File: src/rtl/contador_descendente_nbits.sv
// Loadable N-bit down-counter/timer with terminal-count pulse and IDLE/RUN/DONE status.
// Define AUTO_RELOAD_EN to reload from the last loaded value at terminal count instead of stopping.
module contador_descendente_nbits #(
  parameter int N = 8
) (
  input  logic         clk_reloj,
  input  logic         rst_reset_n,
  input  logic         en_enable,
  input  logic         clr_clear,
  input  logic         ld_load,
  input  logic         start,
  input  logic [N-1:0] d_valor,
  output logic [N-1:0] q,
  output logic         tc,
  output logic         busy,
  output logic         done
);

  typedef enum logic [1:0] {
    IDLE = 2'd0,
    RUN  = 2'd1,
    DONE = 2'd2
  } state_t;

  state_t       state_q, state_d;
  logic [N-1:0] q_q, q_d;
  logic         tc_q, tc_d;
`ifdef AUTO_RELOAD_EN
  logic [N-1:0] reload_q, reload_d;
`endif

  logic q_is_zero;
  logic q_is_one;
  logic d_is_zero;
  logic tick;
  logic terminal;

  // A tick only counts in RUN when neither clear nor load claims the edge.
  assign q_is_zero = (q_q == '0);
  assign q_is_one  = (q_q == N'(1));
  assign d_is_zero = (d_valor == '0);
  assign tick      = (state_q == RUN) && en_enable && !clr_clear && !ld_load;
  assign terminal  = tick && q_is_one;

  always_ff @(posedge clk_reloj or negedge rst_reset_n) begin
    if (!rst_reset_n) begin
      state_q  <= IDLE;
      q_q      <= '0;
      tc_q     <= 1'b0;
`ifdef AUTO_RELOAD_EN
      reload_q <= '0;
`endif
    end else begin
      state_q  <= state_d;
      q_q      <= q_d;
      tc_q     <= tc_d;
`ifdef AUTO_RELOAD_EN
      reload_q <= reload_d;
`endif
    end
  end

  always_comb begin
    state_d = state_q;
    if (clr_clear) begin
      state_d = IDLE;
    end else if (ld_load) begin
      if (d_is_zero) begin
        state_d = IDLE;
      end else if (start || (state_q == RUN)) begin
        state_d = RUN;
      end else begin
        state_d = IDLE;
      end
    end else if (start && (state_q != RUN) && !q_is_zero) begin
      state_d = RUN;
`ifdef AUTO_RELOAD_EN
    end else if (terminal && (reload_q == '0)) begin
`else
    end else if (terminal) begin
`endif
      state_d = DONE;
    end
  end

  always_comb begin
    q_d  = q_q;
    tc_d = 1'b0;
`ifdef AUTO_RELOAD_EN
    reload_d = reload_q;
`endif
    if (clr_clear) begin
      q_d = '0;
    end else if (ld_load) begin
      q_d = d_valor;
`ifdef AUTO_RELOAD_EN
      reload_d = d_valor;
`endif
    end else if (tick && !q_is_zero) begin
      if (q_is_one) begin
        tc_d = 1'b1;
`ifdef AUTO_RELOAD_EN
        q_d  = reload_q;
`else
        q_d  = '0;
`endif
      end else begin
        q_d = q_q - N'(1);
      end
    end
  end

  always_comb begin
    q    = q_q;
    tc   = tc_q;
    busy = (state_q == RUN);
    done = (state_q == DONE);
  end

endmodule

File: config.mk
export PLATFORM = sky130hd
export DESIGN_NAME = contador_descendente_nbits
export DESIGN_NICKNAME = d
export VERILOG_FILES = /design/src/rtl/contador_descendente_nbits.sv
export SDC_FILE = /design/constraint.sdc
export NUM_CORES = 1
export LEC_CHECK = 0
export BUFFER_PORTS_ARGS = -buffer_cell sky130_fd_sc_hd__buf_2
export CAP_MARGIN = 15
export CORE_MARGIN = 4
export CORE_UTILIZATION = 31
export DETAILED_ROUTE_END_ITERATION = 8
export GPL_TIMING_DRIVEN = 0
export PLACE_DENSITY_LB_ADDON = 0.15
export SLEW_MARGIN = 20
export SYNTH_ARGS = -nofsm -noshare
export SYNTH_HDL_FRONTEND = slang
export SYNTH_SLANG_ARGS = --single-unit
export TNS_END_PERCENT = 1
File: constraint.sdc
create_clock -name clk_reloj -period 2.7 [get_ports clk_reloj]
set_clock_uncertainty 0.15 [all_clocks]
set_input_delay 0.54 -clock clk_reloj [delete_from_list [all_inputs] [get_ports clk_reloj]]
set_output_delay 0.54 -clock clk_reloj [all_outputs]
set_load 0.05 [all_outputs]
* Word level (Yosys, flattened, before mapping)
Cells that the tools add are included.
** Cells by class
- Shifts and indexed selects :: 0
- Multiply operators :: 0
- Bitwise gates (word level) :: 0
- Divide/modulo/power cells :: 0
- Order comparisons :: 0
- Equal/unequal tests :: 4
- Add/sub/neg operators :: 1
- Muxes and demuxes :: 14
- Reductions and logical operators :: 15
** Operator list (count)
- 8-bit two-way mux :: 4
- 8-bit zero test :: 2
- 8-bit by 1-bit equality test with 1-bit output, second input constant :: 1
- 2-bit two-way mux :: 4
- 8-bit by 1-bit subtractor with 8-bit output, second input constant :: 1
- 1-bit logical AND :: 7
- 1-bit two-way mux :: 6
- 4-bit nonzero test :: 1
- 1-bit zero test :: 3
- 3-bit nonzero test :: 1
- 2-bit by 1-bit equality test with 1-bit output, second input constant :: 1
- 2-bit equality test, second input constant :: 1
- 2-bit by 1-bit != test with 1-bit output, second input constant :: 1
- 1-bit logical OR :: 1
** Word-level totals
- Latch bits :: 0
- Input bits :: 14
- Bits in registers :: 11
- Bits in writable memories :: 0
- Word-level logic and storage cells :: 37
- ROM bits :: 0
- Output and inout port bits :: 11
- Memories :: 0

* Logic depth before layout (Yosys ltp)
Gate-level depths: netlist of the first run.
- Word-level depth :: 9
- Mapped depth :: 6
- Gate-level depth less buffers :: 6

* Worst setup path before layout of the first run
OpenSTA, ideal clock, no wires.
- Path type :: register to register
- From :: register q_q[0], in the netlist q[0]
- To :: register state_q[0]
- Arrival time :: 2036 ps
- Buffers on the path :: 0
- Path slack :: 382 ps
- Setup time :: 132 ps
- Clock period less this slack :: 2318 ps
- Required time :: 2418 ps
- Stages on the path, launching flop included :: 6
- Cells stage by stage :: dfrtp_1 ha_1 or3b_2 or3_4 a22oi_1 o21ai_1
** On the way
- Longest elaborated chain between the ends :: 6
- Elaborated cells on any way between the ends :: 9
- Those cells by class :: eq/ne (1); mux (3); reduce/logical (5)
** RTL lines
- from (decl) :: line 26 : logic [N-1:0] q_q, q_d;
- from (signal assigned) :: line 55 : q_q <= q_d;
- 8-bit zero test :: line 39 : assign q_is_zero = (q_q == '0);
- 1-bit zero test :: line 75 : end else if (start && (state_q != RUN) && !q_is_zero) begin
- 1-bit logical AND :: line 75
- 2-bit two-way mux :: line 75
- 2-bit two-way mux :: line 67 : end else if (ld_load) begin
- 2-bit two-way mux :: line 65 : if (clr_clear) begin
- to (signal assigned) :: line 54 : state_q <= state_d;
- to (decl) :: line 25 : state_t state_q, state_d;
Parallel ways exist; a longest one is shown, timed or not.
A chain may end at the register's enable or synchronous reset.

* Worst setup path after layout of the first run
- From :: register q_q[4], in the netlist q[4]
- To :: register q_q[5], in the netlist q[5]
** On the way
- Longest elaborated chain between the ends :: 5
- Elaborated cells on any way between the ends :: 10
- Those cells by class :: add/sub (1); eq/ne (1); mux (4); reduce/logical (4)
** RTL lines
- 8-bit by 1-bit subtractor with 8-bit output or 8-bit by 1-bit equality test with 1-bit output (tied branches) :: line 108, 40
- 8-bit two-way mux :: line 100 : if (q_is_one) begin
- 8-bit two-way mux :: line 99 : end else if (tick && !q_is_zero) begin
- 8-bit two-way mux :: line 94 : end else if (ld_load) begin
- 8-bit two-way mux :: line 92 : if (clr_clear) begin
Parallel ways exist; a longest one is shown, timed or not. The select of a mux whose other input is x is not followed.

==> load_flow_metrics.sql, run 1 <==
INSERT INTO impl_metrics (metric_group, metric, value, unit) VALUES
('status', 'status', 'complete, no violations', ''),
('clock_tree', 'latest_clock_arrival_within_the_worst_skew_pair', '0.27', 'ns'),
('timing', 'fin_crit_sh', '90.2', '%'),
('timing', 'max_freq', '0.410', 'GHz'),
('pwr', 'seq_power_share', '37.5', '%'),
('floorplanning', 'die_x', '59.0', 'µm'),
('pwr', 'power_density', '547', 'nW/µm²'),
('floorplanning', 'io_pins', '25', ''),
('worst_setup_path', 'critPathMaxFanout', '9', ''),
('routing', 'route.detailed.wl_per_inst', '15.7', 'µm'),
('logic_synthesis', 'cell_variety_after_synth', '38', ''),
('timing', 'setup_violations', '0', ''),
('worst_setup_path', 'crit_required', '2.67', 'ns'),
('grt', 'first_pass_grt_wire_length', '3840', 'µm'),
('routing', 'route.final.wire_length', '2330', 'µm'),
('grt', 'grt_max_degree', '12', ''),
('layout', 'antenna_cells', '0', ''),
('layout', 'sequential_cell_area', '275', 'µm²'),
('logic_synthesis', 'synthesis.area_per_instance', '9.05', 'µm²'),
('grt', 'grt_util_all_layers', '14.9', '%'),
('pwr', 'internal_power', '314', 'µW'),
('grt', 'grt_pass1_vias', '833', ''),
('logic_synthesis', 'synth-seq-cells', '11', ''),
('placed_design', 'detailed_place.area', '963', 'µm²'),
('pwr', 'p_sw_share', '42.6', '%'),
('clock_tree', 'cts_tree', 'done', ''),
('layout', 'area_delta_synth_final', '24.1', '%'),
('logic_synthesis', 'ys_dominant_reg_cell', 'dfrtp_1', ''),
('logic_synthesis', 'post-synth-top-area-cell', 'dfrtp_1', ''),
('logic_synthesis', 'ys_seq_area_share', '34.2', '%'),
('layout', 'final_layout_size_suffix_gt1_share', '30.5', '%'),
('routing', 'detail_route.drc_violations', '0', ''),
('placed_design', 'place_worst_setup_slack', '0.315', 'ns'),
('logic_synthesis', 'netlist_top_cells_area', 'dfrtp_1, ha_1, o22ai_1', ''),
('clock_tree', 'cts-root-buf', 'clkbuf_4', ''),
('worst_setup_path', 'data_arrival_at_the_endpoint_of_the_critical_path', '2.41', 'ns'),
('worst_setup_path', 'endpoint_kind', 'register', ''),
('pwr', 'p_comb_share', '41.3', '%'),
('pwr', 'peakVddDrop', '223', 'µV'),
('grt', 'grt_remaining_overflow', '0', ''),
('timing', 'setup_total_negative_slack', '0', 'ns'),
('clock_tree', 'cts-htree-levels', '1', ''),
('clock_tree', 'clock_transition_at_the_registers_of_the_reported_paths', '0.08', 'ns'),
('clock_tree', 'tritoncts.num_buffers', '3', ''),
('grt', 'antenna_found_initial', '0', ''),
('timing', 'worst_hold_margin', '0.334', 'ns'),
('timing', 'timing.final.max_slew_violations', '0', ''),
('clock_tree', 'post_cts.resized_instances', '0', ''),
('timing', 'min_period', '2.44', 'ns'),
('pwr', 'net_sw_power', '233', 'µW'),
('floorplanning', 'die_height', '59.0', 'µm'),
('layout', 'final_design_area_no_fill', '1000', 'µm²'),
('logic_synthesis', 'mappedNetlistArea', '806', 'µm²'),
('routing', 'num_vias', '861', ''),
('timing', 'setup_slack', '0.264', 'ns'),
('layout', 'multiInputGateArea', '500', 'µm²'),
('routing', 'postRouteAntennaNets', '0', ''),
('placed_design', 'placement.io_buffers', '24', ''),
('hold_path', 'min_path_cells', '2', ''),
('logic_synthesis', 'postSynthCellCount', '89', ''),
('floorplanning', 'placement_rows', '18', ''),
('floorplanning', 'core_region_area', '2480', 'µm²'),
('placed_design', 'dpl.hpwl', '1780', 'µm'),
('layout', 'final_nets', '136', ''),
('pwr', 'clockPowerShare', '21.3', '%'),
('routing', 'first_iter_violations', '26', ''),
('worst_setup_path', 'worstSetupPathType', 'register to register', ''),
('placed_design', 'gp_routability_congestion', '0.813', ''),
('timing', 'timing_worst_slew_pin_value', '0.749', 'ns'),
('timing', 'timing.final.hold_violations', '0', ''),
('logic_synthesis', 'area_share_of_the_largest_cell_type_after_synthesis', '34.2', '%');
## layout make-up
class,count,area share (%)
Multi-Input combinational cell,70,50.1
Timing Repair Buffer,25,13.0
Clock buffer,4,2.63
Inverter,5,1.88
Sequential cell,11,27.5
Buffer,3,1.13
Tap cell,30,3.75
## cells in the mapped netlist (all sizes together), types with 2 or more instances
library cell,n
a22oi,4
a21oi,4
nor2b,2
or3,2
o2bb2ai,4
nor2,7
o22ai,6
or3b,2
inv,5
nor3b,2
nor4,4
nand2,4
o21ai,6
clkbuf,2
nor3,3
dfrtp,11
or4,2
ha,3
## what timing repair did
| item | 4_1_cts | 5_1_grt |
|---|---|---|
| endpoints found under the hold margin | 11 | 0 |
| setup endpoints to repair | 0 | 0 |
| setup buffers | 0 | 0 |
| hold buffers | 1 | 0 |
## metrics by stage
step / total power, mW / instances
after global placement: 0.431 / 143
after global routing: 0.585 / 148
after detailed placement: 0.431 / 143
after CTS: 0.549 / 148
final: 0.547 / 148
after floorplan: 0.368 / 89
## critical path: stages, from the launching register on
cell	delay, ns
dfrtp_1	0.50
nor4_4	0.44
a31oi_2	0.30
o21ai_0	0.68
o21ai_0	0.22
## cell families (layout without fill, tap and decap cells)
logic type               after synthesis  count (layout)  share of synthesized area (%)
multiplexers                           1               1                           1.24
buffers and inverters                  8              37                           3.73
AO/OA/AOI/OAI                         34              34                           30.9
AND/OR/NAND/NOR                       32              32                           25.3
flip-flops                            11              11                           34.2
adder cells (fa/ha/maj)                3               3                           4.66
## layer usage
metal  track usage, %  vias up  routed length (µm)
li1                 -      408                   -
met2             21.6       35                1060
met3             3.05        4                 182
met4             6.80        0                  38
met5                0        -                   0
met1             21.2      414                1050
## state kept, by name, indices dropped and copies added, names as in the netlist
register,flops
q,8
state_q,2
tc,1
## placed cells by master (no fill, tap or decap), types with 2 or more instances in the layout
cell type and instances:
nand2_1 4, inv_1 5, clkbuf_4 3, o2bb2ai_1 4
nor2b_1 2, or3b_2 2, a21oi_1 4, nor3b_1 2
nor2_1 7, o22ai_1 6, clkbuf_1 3, ha_1 3
a22oi_1 4, nor3_1 3, o21ai_0 5, dfrtp_1 11
buf_2 24, nor4_1 3
## final timing paths
path / from / to / slack [ns]
setup / recovery: q[4]$_DFFE_PN0P_ / q[5]$_DFFE_PN0P_ / 0.26
hold / removal: clr_clear / q[4]$_DFFE_PN0P_ / 0.33
setup reg to reg: q[4]$_DFFE_PN0P_ / q[5]$_DFFE_PN0P_ / 0.26
hold reg to reg: state_q[1]$_DFFE_PN0P_ / state_q[1]$_DFFE_PN0P_ / 0.43
max in group asynchronous: rst_reset_n / q[0]$_DFFE_PN0P_ / 1.66
min in group asynchronous: rst_reset_n / q[7]$_DFFE_PN0P_ / 0.51
## power groups by stage
stage / Clock, mW / Combinational, mW / Sequential (mW)
finish: 0.116 / 0.226 / 0.205
global route: 0.129 / 0.247 / 0.209
CTS: 0.119 / 0.225 / 0.205
detailed placement: 0 / 0.223 / 0.208
global placement: 0 / 0.223 / 0.207
floorplan: 0 / 0.120 / 0.248
Note: power is estimated with default switching activity, not from simulation.
==> run 2: changes to the inputs <==
--- a/config.mk
+++ b/config.mk
@@ -7,6 +7,7 @@
 export LEC_CHECK = 0
 export BUFFER_PORTS_ARGS = -buffer_cell sky130_fd_sc_hd__buf_2
 export CAP_MARGIN = 15
+export CORE_ASPECT_RATIO = 0.75
 export CORE_MARGIN = 4
 export CORE_UTILIZATION = 31
 export DETAILED_ROUTE_END_ITERATION = 8
==> load_flow_metrics.sql, run 2 (synthesis gave the netlist of run 1 again) <==
INSERT INTO impl_metrics (metric_group, metric, value, unit) VALUES
('timing', 'max_slew_margin', '47.0', '%'),
('clock_tree', 'post_cts.resized_instances', '0', ''),
('routing', 'first_iter_violations', '22', ''),
('clock_tree', 'cts_post_setup_buffers_inserted', '0', ''),
('layout', 'number_of_fill_cells_in_the_layout', '263', ''),
('placed_design', 'placed_cells_incl_taps', '147', ''),
('layout', 'area_delta_synth_final', '24.7', '%'),
('placed_design', 'gp_routability_congestion', '0.842', ''),
('worst_setup_path', 'reg2reg_to', 'q[7]$_DFFE_PN0P_', ''),
('timing', 'fin_crit_sh', '90.2', '%'),
('pwr', 'net_sw_power', '238', 'µW'),
('timing', 'timing.final.max_slew_violations', '0', ''),
('hold_path', 'worstHoldStart', 'clr_clear', ''),
('routing', 'postRouteAntennaNets', '0', ''),
('pwr', 'static_leakage', '0.440', 'nW'),
('layout', 'antenna_cells', '0', ''),
('worst_setup_path', 'worstSetupPathType', 'register to register', ''),
('floorplanning', 'floorplan.initialDensity', '33.8', '%'),
('timing', 'setup_violations', '0', ''),
('hold_path', 'hold_end', 'q[4]$_DFFE_PN0P_', ''),
('timing', 'grt_setup_unrepaired', 'no', ''),
('timing', 'timing_worst_slew_pin_value', '0.786', 'ns'),
('pwr', 'peakVddDrop', '213', 'µV'),
('grt', 'grt_max_degree', '12', ''),
('worst_setup_path', 'timing.reg2reg.worst_path_depth', '4', ''),
('layout', 'layout.cells.non_filler', '152', ''),
('floorplanning', 'dieArea', '3490', 'µm²'),
('layout', 'mostFrequentLayoutCells', 'buf_2, dfrtp_1, nor2_1', ''),
('clock_tree', 'clock_transition_at_the_registers_of_the_reported_paths', '0.08', 'ns'),
('hold_path', 'min_path_cells', '2', ''),
('timing', 'min_period', '2.44', 'ns'),
('floorplanning', 'placement_rows', '15', ''),
('routing', 'drt_pre_antenna_iters', '4', ''),
('pwr', 'internal_power', '315', 'µW'),
('grt', 'grt_pass1_vias', '759', ''),
('timing', 'setup_total_negative_slack', '0', 'ns'),
('grt', 'grt_util_all_layers', '14.6', '%'),
('worst_setup_path', 'rrSetupSlack', '0.26', 'ns'),
('layout', 'largest_reg_flops', '8', ''),
('grt', 'antenna_found_initial', '0', ''),
('clock_tree', 'clk_path_buf_depth', '2', ''),
('routing', 'route.final.wire_length', '2330', 'µm'),
('pwr', 'power_density', '550', 'nW/µm²'),
('worst_setup_path', 'endpoint_kind', 'register', ''),
('pwr', 'totalPowerFinal', '552', 'µW'),
('clock_tree', 'cts-htree-levels', '1', ''),
('routing', 'num_vias', '822', ''),
('placed_design', 'detailed_place.area', '968', 'µm²'),
('layout', 'final_design_area_no_fill', '1000', 'µm²'),
('floorplanning', 'die_x', '66.9', 'µm'),
('layout', 'most_common_cell_after_layout_fill_and_taps_aside', 'buf_2', ''),
('clock_tree', 'cts-root-buf', 'clkbuf_4', ''),
('routing', 'viasPerCell', '5.41', ''),
('placed_design', 'dpl.hpwl', '1770', 'µm'),
('pwr', 'p_comb_share', '40.8', '%'),
('routing', 'route.detailed.wl_per_inst', '15.3', 'µm'),
('timing', 'max_freq', '0.411', 'GHz'),
('worst_setup_path', 'start_kind', 'register', ''),
('timing', 'timing.final.hold_violations', '0', ''),
('grt', 'grt_remaining_overflow', '0', ''),
('layout', 'final_nets', '136', ''),
('floorplanning', 'die_height', '52.2', 'µm'),
('pwr', 'clockPowerShare', '22.1', '%'),
('worst_setup_path', 'crit_required', '2.68', 'ns'),
('clock_tree', 'latest_clock_arrival_within_the_worst_skew_pair', '0.28', 'ns'),
('clock_tree', 'hold_buffers', '1', ''),
('clock_tree', 'cts_tree', 'done', ''),
('layout', 'final_layout_size_suffix_gt1_share', '30.5', '%'),
('status', 'status', 'complete, no violations', ''),
('worst_setup_path', 'r2r_start', 'q[4]$_DFFE_PN0P_', ''),
('worst_setup_path', 'data_arrival_at_the_endpoint_of_the_critical_path', '2.41', 'ns'),
('grt', 'first_pass_grt_wire_length', '3690', 'µm'),
('run', 'max_cap_viol_count', '0', ''),
('clock_tree', 'clock-sinks', '11', ''),
('placed_design', 'placement.io_buffers', '24', ''),
('pwr', 'seq_power_share', '37.1', '%'),
('hold_path', 'worstHoldPathType', 'primary input to register', ''),
('floorplanning', 'core_region_area', '2380', 'µm²'),
('pwr', 'p_sw_share', '43.1', '%'),
('worst_setup_path', 'critPathMaxFanout', '9', ''),
('floorplanning', 'io_pins', '25', ''),
('clock_tree', 'tritoncts.num_buffers', '3', ''),
('routing', 'detail_route.drc_violations', '0', '');
-- run 2: cell counts in the layout (fill, tap and decap cells not counted) --
Identical to the previous run, type by type.
-- run 2: power groups by stage --
stage          registers [mW]  logic (mW)  clock network (mW)
2_1_floorplan           0.248       0.120                   0
3_3_place_gp            0.207       0.223                   0
3_5_place_dp            0.208       0.223                   0
4_1_cts                 0.204       0.224               0.125
5_1_grt                 0.209       0.246               0.133
6_report                0.205       0.225               0.122
-- run 2: layout make-up --
type	count	area [µm²]	area share, %
Tap cell	34	42.5	4.23
Buffer	3	11.3	1.12
Timing Repair Buffer	25	130	13.0
Clock buffer	4	26.3	2.62
Sequential cell	11	275	27.4
Inverter	5	18.8	1.87
Multi-Input combinational cell	70	500	49.8
-- run 2: layer usage --
metal | up-vias | GRT usage (%) | wire length (µm)
met5 | - | 0 | 0
met4 | 0 | 3.03 | 10
met3 | 2 | 4.97 | 189
met2 | 31 | 20.9 | 1010
met1 | 383 | 21.1 | 1120
li1 | 406 | - | -
-- run 2: worst max-delay path by stage --
stage,end,slack (ns),cells past startpoint,start
after global routing,q[7]$_DFFE_PN0P_,0.13,4,q[4]$_DFFE_PN0P_
after CTS,q[7]$_DFFE_PN0P_,0.31,4,q[4]$_DFFE_PN0P_
after global placement,q[7]$_DFFE_PN0P_,0.31,4,q[4]$_DFFE_PN0P_
final,q[7]$_DFFE_PN0P_,0.26,4,q[4]$_DFFE_PN0P_
after detailed placement,q[7]$_DFFE_PN0P_,0.32,4,q[4]$_DFFE_PN0P_
after floorplan,state_q[0]$_DFFE_PN0P_,0.38,5,q[0]$_DFFE_PN0P_
-- run 2: critical path, cell delays in order (launching register included) --
cell     delay [ns]
dfrtp_1        0.50
nor4_4         0.43
a31oi_2        0.29
o21ai_0        0.70
o21ai_0        0.20
-- run 2: through the flow --
| stage | hold slack, ns | util (%) | worst slack, ns |
|---|---|---|---|
| floorplan | 0.0944 | - | 0.382 |
| global placement | 0.284 | 40.6 | 0.315 |
| detailed placement | 0.287 | 40.6 | 0.316 |
| CTS | 0.325 | 42.2 | 0.305 |
| global route | 0.333 | 42.2 | 0.129 |
| finish | 0.317 | 42.2 | 0.265 |
==> run 3: changes to the inputs <==
--- a/config.mk
+++ b/config.mk
@@ -7,9 +7,12 @@
 export LEC_CHECK = 0
 export BUFFER_PORTS_ARGS = -buffer_cell sky130_fd_sc_hd__buf_2
 export CAP_MARGIN = 15
+export CELL_PAD_IN_SITES_DETAIL_PLACEMENT = 1
+export CELL_PAD_IN_SITES_GLOBAL_PLACEMENT = 2
 export CORE_ASPECT_RATIO = 0.75
 export CORE_MARGIN = 4
-export CORE_UTILIZATION = 31
+export CORE_UTILIZATION = 29
+export CTS_CLUSTER_SIZE = 14
 export DETAILED_ROUTE_END_ITERATION = 8
 export GPL_TIMING_DRIVEN = 0
 export PLACE_DENSITY_LB_ADDON = 0.15
==> load_flow_metrics.sql, run 3 (synthesis gave the netlist of run 1 again) <==
INSERT INTO impl_metrics (metric_group, metric, value, unit) VALUES
('clock_tree', 'cts_tree', 'done', ''),
('grt', 'antenna_found_initial', '0', ''),
('pwr', 'peakVddDrop', '278', 'µV'),
('status', 'status', 'complete, no violations', ''),
('layout', 'area_delta_synth_final', '26.1', '%'),
('timing', 'timing.final.max_slew_violations', '0', ''),
('clock_tree', 'latest_clock_arrival_within_the_worst_skew_pair', '0.24', 'ns'),
('routing', 'detail_route.drc_violations', '0', ''),
('timing', 'max_freq', '0.439', 'GHz'),
('pwr', 'static_leakage', '0.444', 'nW'),
('layout', 'largest_reg_flops', '8', ''),
('routing', 'postRouteAntennaNets', '0', ''),
('routing', 'first_iter_violations', '21', ''),
('grt', 'globalRouteMet1Util', '24.2', '%'),
('grt', 'grt_pass1_vias', '787', ''),
('timing', 'grt_setup_unrepaired', 'no', ''),
('timing', 'max_slew_margin', '63.8', '%'),
('pwr', 'power_density', '593', 'nW/µm²'),
('placed_design', 'gp_routability_congestion', '0.803', ''),
('placed_design', 'placed_cells_incl_taps', '149', ''),
('clock_tree', 'cts-root-buf', 'clkbuf_8', ''),
('routing', 'viasPerCell', '5.53', ''),
('grt', 'globalRoute.busiestLayer', 'met1', ''),
('timing', 'fin_crit_sh', '84.4', '%'),
('clock_tree', 'clk_path_buf_depth', '2', ''),
('routing', 'route.detailed.wl_per_inst', '17.5', 'µm'),
('clock_tree', 'hold_buffers', '0', ''),
('layout', 'layout.cells.non_filler', '153', ''),
('clock_tree', 'clock_transition_at_the_registers_of_the_reported_paths', '0.05', 'ns'),
('floorplanning', 'io_pins', '25', ''),
('timing', 'min_period', '2.28', 'ns'),
('placed_design', 'placement.io_buffers', '24', ''),
('floorplanning', 'die_height', '53.7', 'µm'),
('clock_tree', 'tritoncts.num_buffers', '3', ''),
('timing', 'worst_hold_margin', '0.0247', 'ns'),
('layout', 'mostFrequentLayoutCells', 'buf_2, dfrtp_1, nor2_1', ''),
('routing', 'drt_pre_antenna_iters', '4', ''),
('floorplanning', 'die_x', '68.9', 'µm'),
('worst_setup_path', 'worstSetupPathType', 'register to register', ''),
('worst_setup_path', 'endpoint_kind', 'register', ''),
('worst_setup_path', 'crit_required', '2.71', 'ns'),
('layout', 'most_common_cell_after_layout_fill_and_taps_aside', 'buf_2', ''),
('floorplanning', 'placement_rows', '16', ''),
('grt', 'grt_util_all_layers', '15.9', '%'),
('timing', 'setup_total_negative_slack', '0', 'ns'),
('hold_path', 'worstHoldPathType', 'primary input to async pin', ''),
('grt', 'grt_util_met2', '22.5', '%'),
('routing', 'num_vias', '846', ''),
('floorplanning', 'floorplan.initialDensity', '30.5', '%'),
('floorplanning', 'dieArea', '3690', 'µm²'),
('clock_tree', 'clock-sinks', '11', ''),
('worst_setup_path', 'data_arrival_at_the_endpoint_of_the_critical_path', '2.29', 'ns'),
('timing', 'timing.final.hold_violations', '0', ''),
('grt', 'global_route_met3_utilization', '3.97', '%'),
('grt', 'grt_max_degree', '12', ''),
('worst_setup_path', 'critPathMaxFanout', '7', ''),
('timing', 'setup_violations', '0', ''),
('layout', 'antenna_cells', '0', ''),
('grt', 'grt_remaining_overflow', '0', ''),
('routing', 'route.final.wire_length', '2670', 'µm'),
('clock_tree', 'cts-htree-levels', '1', ''),
('timing', 'timing_worst_slew_pin_value', '0.541', 'ns'),
('clock_tree', 'cts_post_setup_buffers_inserted', '0', ''),
('clock_tree', 'post_cts.resized_instances', '0', ''),
('worst_setup_path', 'start_kind', 'register', ''),
('placed_design', 'dpl.hpwl', '2110', 'µm'),
('floorplanning', 'core_region_area', '2640', 'µm²'),
('layout', 'final_layout_size_suffix_gt1_share', '30.8', '%'),
('run', 'max_cap_viol_count', '0', ''),
('grt', 'first_pass_grt_wire_length', '4200', 'µm'),
('layout', 'final_nets', '135', '');
## run 3: where the power goes
group | switching, mW | internal, mW
clock network | 0.0633 | 0.104
registers | 0.0270 | 0.179
logic | 0.151 | 0.0776
total | 0.242 | 0.361
## run 3: final cells by class
type | count | area [µm²]
tap | 36 | 45.0
sequential | 11 | 275
buffer | 3 | 11.3
inverter | 5 | 18.8
timing repair buffer | 24 | 120
fill | 344 | 1630
clock buffer | 4 | 45.0
multi-input combinational | 70 | 500
## run 3: per-stage QoR
stage / setup WS, ns / util [%] / area (µm²) / total power [mW]
floorplan: 0.382 / - / 806 / 0.368
global placement: 0.241 / 36.7 / 971 / 0.436
detailed placement: 0.215 / 36.7 / 971 / 0.438
CTS: 0.187 / 38.4 / 1020 / 0.609
global route: 0.250 / 38.4 / 1020 / 0.639
finish: 0.421 / 38.4 / 1020 / 0.602
## run 3: per-layer routing
layer / share of wire (%) / vias up
met5: 0 / -
met4: 0.97 / 0
met3: 6.0 / 2
met2: 43 / 31
met1: 50 / 409
li1: - / 404
## run 3: final timing paths
kind / start / cells after the start / endpoint / slack (ns)
max: q[0]$_DFFE_PN0P_ / 6 / q[4]$_DFFE_PN0P_ / 0.42
min: rst_reset_n / 1 / q[5]$_DFFE_PN0P_ / 0.02
max reg2reg: q[0]$_DFFE_PN0P_ / 6 / q[4]$_DFFE_PN0P_ / 0.42
min reg2reg: state_q[1]$_DFFE_PN0P_ / 2 / state_q[1]$_DFFE_PN0P_ / 0.44
max in group asynchronous: rst_reset_n / 1 / q[2]$_DFFE_PN0P_ / 2.16
min in group clk_reloj: clr_clear / 2 / q[4]$_DFFE_PN0P_ / 0.39
## run 3: worst max-delay path: stages, from the launching register on
cell and delay, ns:
dfrtp_1 0.45, inv_1 0.11, ha_1 0.18, or3b_2 0.50
a2111oi_0 0.49, o22ai_1 0.16, a21oi_1 0.16
